--- config.mk ---
export PLATFORM = sky130hd
export DESIGN_NAME = flush_ctrl_multi_flat
export DESIGN_NICKNAME = d
export VERILOG_FILES = /design/src/rtl/flush_ctrl_multi_if.sv /design/src/rtl/flush_ctrl_multi.sv /design/src/flat_wrapper.sv
export SDC_FILE = /design/constraint.sdc
export NUM_CORES = 1
export LEC_CHECK = 0
export CAP_MARGIN = 15
export CORE_AREA = 2 2 92 94
export CTS_CLUSTER_DIAMETER = 80
export DETAILED_ROUTE_END_ITERATION = 8
export DIE_AREA = 0 0 94 96
export PLACE_DENSITY = 0.85
export SETUP_SLACK_MARGIN = 0.02
export SYNTH_ARGS = -nofsm -noshare
export SYNTH_HDL_FRONTEND = slang
export SYNTH_SLANG_ARGS = --single-unit
--- constraint.sdc ---
create_clock -name clk -period 9.8 [get_ports clk]
set_clock_uncertainty 0.15 [all_clocks]
set_input_delay 1.96 -clock clk [delete_from_list [all_inputs] [get_ports clk]]
set_output_delay 1.96 -clock clk [all_outputs]
set_load 0.02 [all_outputs]
--- src/rtl/flush_ctrl_multi_if.sv ---
// Redirect request / fetch redirect bundle for flush_ctrl_multi.
// slave = controller view, master = pipeline/fetch environment view.
interface flush_ctrl_multi_if #(
  parameter int NUM_STAGES = 5,
  parameter int NUM_SRC    = 3,
  parameter int AW         = 32
);
  localparam int SW   = (NUM_STAGES > 1) ? $clog2(NUM_STAGES) : 1;
  localparam int SRCW = (NUM_SRC > 1) ? $clog2(NUM_SRC) : 1;

  logic [NUM_SRC-1:0]    req_valid;
  logic [NUM_SRC*SW-1:0] req_stage;
  logic [NUM_SRC-1:0]    req_kill_self;
  logic [NUM_SRC*AW-1:0] req_target;
  logic                  redirect_ready;
  logic [NUM_STAGES-1:0] flush_o;
  logic                  redirect_valid;
  logic [AW-1:0]         redirect_target;
  logic [SRCW-1:0]       redirect_src;
  logic [31:0]           flush_count;
  logic [31:0]           stall_cycles;

  modport slave (
    input  req_valid, req_stage, req_kill_self, req_target, redirect_ready,
    output flush_o, redirect_valid, redirect_target, redirect_src,
           flush_count, stall_cycles
  );

  modport master (
    output req_valid, req_stage, req_kill_self, req_target, redirect_ready,
    input  flush_o, redirect_valid, redirect_target, redirect_src,
           flush_count, stall_cycles
  );
endinterface

--- src/rtl/flush_ctrl_multi.sv ---
// Multi-source flush/redirect controller: oldest request wins, combinational flush
// mask, registered redirect with valid/ready. Optional statistics: FLUSH_STATS_EN.
module flush_ctrl_multi #(
  parameter int NUM_STAGES = 5,
  parameter int NUM_SRC    = 3,
  parameter int AW         = 32
) (
  input  logic                 clk,
  input  logic                 rst_n,
  flush_ctrl_multi_if.slave    bus
);
  localparam int SW   = (NUM_STAGES > 1) ? $clog2(NUM_STAGES) : 1;
  localparam int SRCW = (NUM_SRC > 1) ? $clog2(NUM_SRC) : 1;
  localparam int unsigned NS_U = NUM_STAGES;

  typedef enum logic {IDLE, PEND} state_t;

  state_t          state;
  logic            rv_q;
  logic [AW-1:0]   tgt_q;
  logic [SRCW-1:0] src_q;

  logic            win_found;
  logic [SRCW-1:0] win_src;
  logic [SW-1:0]   win_stage;
  logic            win_kill;
  logic [AW-1:0]   win_target;
  logic [SW-1:0]   stg_c;
  logic [NUM_STAGES-1:0] flush_c;

  // Ascending scan with strict '>' keeps the lowest index on equal stage.
  always_comb begin
    win_found  = 1'b0;
    win_src    = '0;
    win_stage  = '0;
    win_kill   = 1'b0;
    win_target = '0;
    stg_c      = '0;
    for (int unsigned i = 0; i < NUM_SRC; i++) begin
      stg_c = bus.req_stage[i*SW +: SW];
      if (bus.req_valid[i] && (32'(stg_c) < NS_U) &&
          (!win_found || (stg_c > win_stage))) begin
        win_found  = 1'b1;
        win_src    = SRCW'(i);
        win_stage  = stg_c;
        win_kill   = bus.req_kill_self[i];
        win_target = bus.req_target[i*AW +: AW];
      end
    end
  end

  always_comb begin
    flush_c = '0;
    if (win_found) begin
      for (int unsigned k = 0; k < NS_U; k++) begin
        if (k < 32'(win_stage))
          flush_c[k] = 1'b1;
        else if ((k == 32'(win_stage)) && win_kill)
          flush_c[k] = 1'b1;
      end
    end
    if (state == PEND)
      flush_c[0] = 1'b1;
  end

  always_ff @(posedge clk or negedge rst_n) begin
    if (!rst_n) begin
      state <= IDLE;
      rv_q  <= 1'b0;
      tgt_q <= '0;
      src_q <= '0;
    end else begin
      case (state)
        IDLE: begin
          if (win_found) begin
            state <= PEND;
            rv_q  <= 1'b1;
            tgt_q <= win_target;
            src_q <= win_src;
          end
        end
        PEND: begin
          // A fresh winner comes from an older instruction and supersedes the pending one.
          if (win_found) begin
            tgt_q <= win_target;
            src_q <= win_src;
          end else if (bus.redirect_ready) begin
            state <= IDLE;
            rv_q  <= 1'b0;
          end
        end
        default: begin
          state <= IDLE;
          rv_q  <= 1'b0;
        end
      endcase
    end
  end

  assign bus.flush_o         = flush_c;
  assign bus.redirect_valid  = rv_q;
  assign bus.redirect_target = tgt_q;
  assign bus.redirect_src    = src_q;

`ifdef FLUSH_STATS_EN
  logic [31:0] flush_cnt_q;
  logic [31:0] stall_cnt_q;

  always_ff @(posedge clk or negedge rst_n) begin
    if (!rst_n) begin
      flush_cnt_q <= '0;
      stall_cnt_q <= '0;
    end else begin
      if (win_found && (flush_cnt_q != '1))
        flush_cnt_q <= flush_cnt_q + 32'd1;
      if ((state == PEND) && !bus.redirect_ready && (stall_cnt_q != '1))
        stall_cnt_q <= stall_cnt_q + 32'd1;
    end
  end

  assign bus.flush_count  = flush_cnt_q;
  assign bus.stall_cycles = stall_cnt_q;
`else
  assign bus.flush_count  = '0;
  assign bus.stall_cycles = '0;
`endif

endmodule

--- src/flat_wrapper.sv ---
// flat-port wrapper written by rule: the top's interface ports become plain ports
module flush_ctrl_multi_flat 
#(
  parameter int NUM_STAGES = 5,
  parameter int NUM_SRC    = 3,
  parameter int AW         = 32
)
  (clk, rst_n, bus_req_valid, bus_req_stage, bus_req_kill_self, bus_req_target, bus_redirect_ready, bus_flush_o, bus_redirect_valid, bus_redirect_target, bus_redirect_src, bus_flush_count, bus_stall_cycles);
  flush_ctrl_multi_if #(.NUM_STAGES(NUM_STAGES), .NUM_SRC(NUM_SRC), .AW(AW)) bus_i ();
  input  logic clk;
  input  logic rst_n;
  input wire logic [$bits(bus_i.req_valid)-1:0] bus_req_valid;
  input wire logic [$bits(bus_i.req_stage)-1:0] bus_req_stage;
  input wire logic [$bits(bus_i.req_kill_self)-1:0] bus_req_kill_self;
  input wire logic [$bits(bus_i.req_target)-1:0] bus_req_target;
  input wire logic [$bits(bus_i.redirect_ready)-1:0] bus_redirect_ready;
  output wire logic [$bits(bus_i.flush_o)-1:0] bus_flush_o;
  output wire logic [$bits(bus_i.redirect_valid)-1:0] bus_redirect_valid;
  output wire logic [$bits(bus_i.redirect_target)-1:0] bus_redirect_target;
  output wire logic [$bits(bus_i.redirect_src)-1:0] bus_redirect_src;
  output wire logic [$bits(bus_i.flush_count)-1:0] bus_flush_count;
  output wire logic [$bits(bus_i.stall_cycles)-1:0] bus_stall_cycles;
  assign bus_i.req_valid = bus_req_valid;
  assign bus_i.req_stage = bus_req_stage;
  assign bus_i.req_kill_self = bus_req_kill_self;
  assign bus_i.req_target = bus_req_target;
  assign bus_i.redirect_ready = bus_redirect_ready;
  assign bus_flush_o = bus_i.flush_o;
  assign bus_redirect_valid = bus_i.redirect_valid;
  assign bus_redirect_target = bus_i.redirect_target;
  assign bus_redirect_src = bus_i.redirect_src;
  assign bus_flush_count = bus_i.flush_count;
  assign bus_stall_cycles = bus_i.stall_cycles;
  flush_ctrl_multi #(.NUM_STAGES(NUM_STAGES), .NUM_SRC(NUM_SRC), .AW(AW)) u_core (.clk(clk), .rst_n(rst_n), .bus(bus_i));
endmodule
* Word level (Yosys, flattened, before mapping) *
Cells that the tools add are included.
W data, S select, Z words.

storage, ports and cells
  output and inout port bits = 104
  register bits = 36
  input bits = 114
  logic and storage cells = 74

cells by class
  equal/unequal tests = 7
  order comparisons = 10
  reductions and logical operators = 16
  multiplexer cells = 36
  bitwise operators = 1

operator list
  cell                  count
  $mux W32              4
  $mux W1               24
  $logic_and A1 B1 Y1   10
  $lt A3 B3 Y1 const B  3
  $mux W3               3
  $eq A2 B3 Y1 const A  2
  $gt A3 B3 Y1          2
  $lt A1 B3 Y1 const A  2
  $lt A2 B3 Y1 const A  2
  $mux W5               1
  $mux W2               2
  $ne A2 B2 Y1 const B  2
  $pmux W1 S2           2
  $eq A1 B3 Y1 const A  1
  $eq A3 B3 Y1 const A  1
  $logic_not A3 Y1      1
  $lt A3 B3 Y1 const A  1
  $reduce_and A3 Y1     1
  $logic_not A1 Y1      2
  $logic_or A1 B1 Y1    2
  $ne A2 B1 Y1 const B  1
  $not A1 Y1            1

* Longest topological paths before layout *
  depth in word-level cells = 17
  mapped depth = 17
  gate-level depth less buffers = 14

* Worst setup path before layout *
OpenSTA, ideal clock, no wires.

  path type = input-to-output
  from = input bus_req_stage[1]
  to = output bus_flush_o[0]
  data arrival time = 5209 ps
  required time = 7690 ps
  slack = 2481 ps
  buffers on the path = 2
  stages on the path = 15
  cells stage by stage = nand4bb_1 ha_1 and3b_1 o21ai_1 a21oi_4 buf_2 mux2_2 ha_1 nor3b_1 nor2b_1 o221ai_1 a31oi_1 a21boi_2 buf_2 mux2i_1

between the ends
  longest elaborated chain between the ends = 17
  elaborated cells on any way between the ends = 26
  those cells by class = 4 x order compare; 13 x mux; 9 x reduce/logical

RTL lines
  item                                                                   RTL line                RTL
  from (decl)                                                            flat_wrapper.sv:13      input wire logic [$bits(bus_i.req_stage)-1:0] bus_req_stage;
  parallel branches: the longest is 15 deep, another holds $lt A3 B3 Y1  n/a
  $mux W5 (*)                                                            flush_ctrl_multi.sv:54  if (win_found) begin
  $mux W1 (*)                                                            flush_ctrl_multi.sv:62  if (state == PEND)
  to (decl)                                                              flat_wrapper.sv:17      output wire logic [$bits(bus_i.flush_o)-1:0] bus_flush_o;

Every way passes the cells marked *.

* Final worst setup path *
  from = input bus_req_stage[0]
  to = output bus_flush_o[4]

between the ends
  longest elaborated chain between the ends = 16
  elaborated cells on any way between the ends = 25
  those cells by class = 4 x order compare; 1 x eq/ne; 12 x mux; 8 x reduce/logical

RTL lines
  item                                                     RTL line                RTL
  $lt A3 B3 Y1                                             flush_ctrl_multi.sv:41  if (bus.req_valid[i] && (32'(stg_c) < NS_U) &&
  $logic_and A1 B1 Y1                                      flush_ctrl_multi.sv:41
  $mux W3 / $mux W1 (equally long branches)                flush_ctrl_multi.sv:41
  $gt A3 B3 Y1 / $logic_not A1 Y1 (equally long branches)  flush_ctrl_multi.sv:42  (!win_found || (stg_c > win_stage))) begin
  $logic_or A1 B1 Y1                                       flush_ctrl_multi.sv:42
  $logic_and A1 B1 Y1                                      flush_ctrl_multi.sv:41
  $mux W3 / $mux W1 (equally long branches)                flush_ctrl_multi.sv:41
  $gt A3 B3 Y1 / $logic_not A1 Y1 (equally long branches)  flush_ctrl_multi.sv:42
  $logic_or A1 B1 Y1                                       flush_ctrl_multi.sv:42
  $logic_and A1 B1 Y1                                      flush_ctrl_multi.sv:41
  $mux W3                                                  flush_ctrl_multi.sv:41
  $eq A3 B3 Y1                                             flush_ctrl_multi.sv:58  else if ((k == 32'(win_stage)) && win_kill)
  $logic_and A1 B1 Y1                                      flush_ctrl_multi.sv:58
  $mux W1                                                  flush_ctrl_multi.sv:58
  $mux W1                                                  flush_ctrl_multi.sv:56  if (k < 32'(win_stage))
  $mux W5 (*)                                              flush_ctrl_multi.sv:54

Mark *: on every way between the ends. The rest lies on a longest branch, timed or not.

==> flow_metrics.tcl <==
set metrics [dict create \
    outcome "completed" \
    grt_pass1_wl_um 13000 \
    crit_slowest_cell "clkdlybuf4s50_1" \
    tns_ps 0 \
    postCtsSetupRepairBufs 0 \
    tightestPinTransition_ps 839 \
    layout_min_cycle_time_ps 8280 \
    hold_viol 0 \
    synth_top_area_share_pct 31.1 \
    avgSynthCellArea_um2 8.92 \
    synth_area_leaders "dfrtp_1 (31%), buf_4 (17%), a221o_1 (11%)" \
    internal_power_mw 0.389 \
    rsz0062_at_grt "no" \
    grt_pass1_vias 2804 \
    post-route-period-util_pct 84.5 \
    p_comb_share_pct 45.7 \
    initial_utilization_pct 36.0 \
    regToRegStartpoint "u_core.bus.redirect_target[18]" \
    synth-edff-count 0 \
    min_path_type "reg2reg" \
    critPathRequiredTime_ps 7690 \
    drc_errors 0 \
    switching_power_mw 0.205 \
    seq_power_share_pct 32.3 \
    grt-ovfl-total 0 \
    worstPathArrival_ps 6170 \
    dieArea_um2 9020 \
    io_buffer_count 153 \
    p_leak_nw 1.93 \
    power_density_nw_per_um2 136 \
    wirelength_um 8430 \
    core_um2 8050 \
    ys_types 37 \
    clockBufferDepth 2 \
    grt_max_degree 71 \
    clock_latency_ps 280 \
    min_to "u_core.bus.redirect_src[1]" \
    synth_common_cells "buf_4 (64), nand2_1 (43), dfrtp_1 (36), nor2_1 (36), a221o_1 (32)" \
    cts.htree.levels 2 \
    min_from "u_core.bus.redirect_src[1]" \
    wl_per_cell_um 14.7 \
    synthCells 325 \
    cts_resized 0 \
    crit_chain "clkdlybuf4s50_1 > o21ai_1 > and3_1 > ha_1 > nand3_1 > o21ai_1 > a21oi_4 > mux2_2 > ha_1 > nor3b_1 > nor2b_1 > o221ai_1 > a31oi_1 > a21boi_4 > mux2i_1 > clkdlybuf4s50_1" \
    place.gp.congestion 0.865 \
    ys_seq_elements 36 \
    syn_area_um2 2900 \
    setup_slack_ps 1520 \
    yosysMostFrequentCell "buf_4" \
    critical_path_class "in2out" \
    dieWidth_um 94 \
    num_antenna_cells 0 \
    switching_share_pct 34.5 \
    via_per_inst 4.94 \
    finalSetupViolations 0 \
    cts-root-buf "clkbuf_8" \
    start_kind "input pin" \
    cts.clk_slew.worst_paths_ps 70 \
    r2r_cells 2 \
    postLayoutCoreUtil_pct 54.1 \
    clockPowerShare_pct 22.0 \
    critPathMaxStageDelay_ps 630 \
    r2r_setup_slack_ps 8530 \
    antenna_found_initial 0 \
    dr.pass1.iters 4 \
    reg2reg_to "u_core.bus.redirect_target[18]" \
    cts_tree "yes" \
    post-place-ws_ps 1620 \
    numCtsBuffers 5 \
    drt_iter0_markers 130 \
    slew_violations 0 \
    io_pins 218 \
    max_clock_freq_mhz 121 \
    synthToLayoutAreaGrowth_pct 50.3 \
    layout-drive-gt1-share_pct 7.89 \
    end_kind "primary output" \
    synthArstFlopShare_pct 100 \
    yosysWarnings 0 \
    grt_util_all_layers_pct 18.2 \
    row_count 33 \
    ys.flop_type "dfrtp_1" \
    irDropWorstVdd_mv 0.0633 \
    cts_hold_buf 0 \
    nets 586 \
    ys_seq_area_share_pct 31.1 \
    cp_max_fo 6 \
    clock_sinks 36 \
    synth_area_leader_cell "dfrtp_1" \
    dieHeight_um 96 \
    dpl.hpwl_um 6300 \
    max-cap-violations 0 \
    hold_depth 2 \
    dpl-instance-area_um2 4250 \
    design_area_um2 4360 \
    drt.antenna.violating_nets 0 \
    dr_total_vias 2837 \
    slew-limit-headroom_pct 44.1 \
]
[registers in the layout, summed over array words and instances, names as in the netlist]
| name | count |
|---|---|
| u_core.bus.redirect_target | 32 |
| u_core.bus.redirect_src | 2 |
| u_core.bus.redirect_valid | 1 |
| u_core.state | 1 |
[power by group through the flow]
stage	combinational (mW)	clock [mW]	sequential (mW)
final	0.271	0.131	0.191
after detailed placement	0.271	0	0.193
after global routing	0.290	0.143	0.195
after global placement	0.266	0	0.193
after CTS	0.272	0.136	0.191
after floorplan	0.132	0	0.224
[critical path, delay by kind of cell]
family / cells / cell delay [ps]
AOI/OAI and AO/OA: 6 / 1360
buffers and inverters: 2 / 1110
muxes: 2 / 600
and+or+nand+nor: 4 / 590
adders and majority gates: 2 / 550
[cells by family (layout without fill, tap and decap cells)]
family,after synthesis,in the layout,share of synthesized area [%]
AO/OA/AOI/OAI,59,59,17.3
other,1,64,0.129
multiplexers,38,38,14.5
adder cells (fa/ha/maj),4,4,1.73
flip-flops,36,36,31.1
buffers and inverters,87,168,20.4
AND/OR/NAND/NOR,100,100,14.8
[cell usage in the layout, fill, tap and decap left out, drive strengths merged, types with 4 or more instances in the layout]
master         netlist  routed
a21oi                7       7
a221o               32      32
buf                 75       5
clkbuf               9       6
clkdlybuf4s50        0     152
conb                 1      64
dfrtp               36      36
ha                   4       4
mux2                33      33
mux2i                5       5
nand2               43      43
nor2                36      36
nor3                 6       6
o21ai                8       8
[worst max-delay path by stage]
stage / start / endpoint / depth (start not counted)
after floorplan: bus_req_stage[1] / bus_flush_o[0] / 15
after global placement: bus_req_stage[2] / bus_flush_o[1] / 16
after global routing: bus_req_stage[0] / bus_flush_o[4] / 16
after CTS: bus_req_stage[0] / bus_flush_o[1] / 16
final: bus_req_stage[0] / bus_flush_o[4] / 16
after detailed placement: bus_req_stage[0] / bus_flush_o[1] / 16
[final cells by class]
type	count	area, µm²
inverters	3	11.3
multi-input cells	265	1650
clock buffers	6	72.6
clock inverters	2	35.0
fillers	707	3690
well taps	105	131
flip-flops and latches	36	901
repair buffers	157	1560
[per-stage QoR]
stage	hold WS, ps	total power, mW	instances
finish	354	0.593	574
detailed placement	344	0.465	566
floorplan	313	0.356	388
global placement	312	0.459	566
CTS	360	0.599	574
global route	373	0.628	574
[routing by layer]
metal	wire length, µm	global-route usage, %
met1	3200	20.3
met2	4310	32.3
met3	669	4.93
met4	246	8.57
met5	0	0
Note: power is estimated with default switching activity, not from simulation.
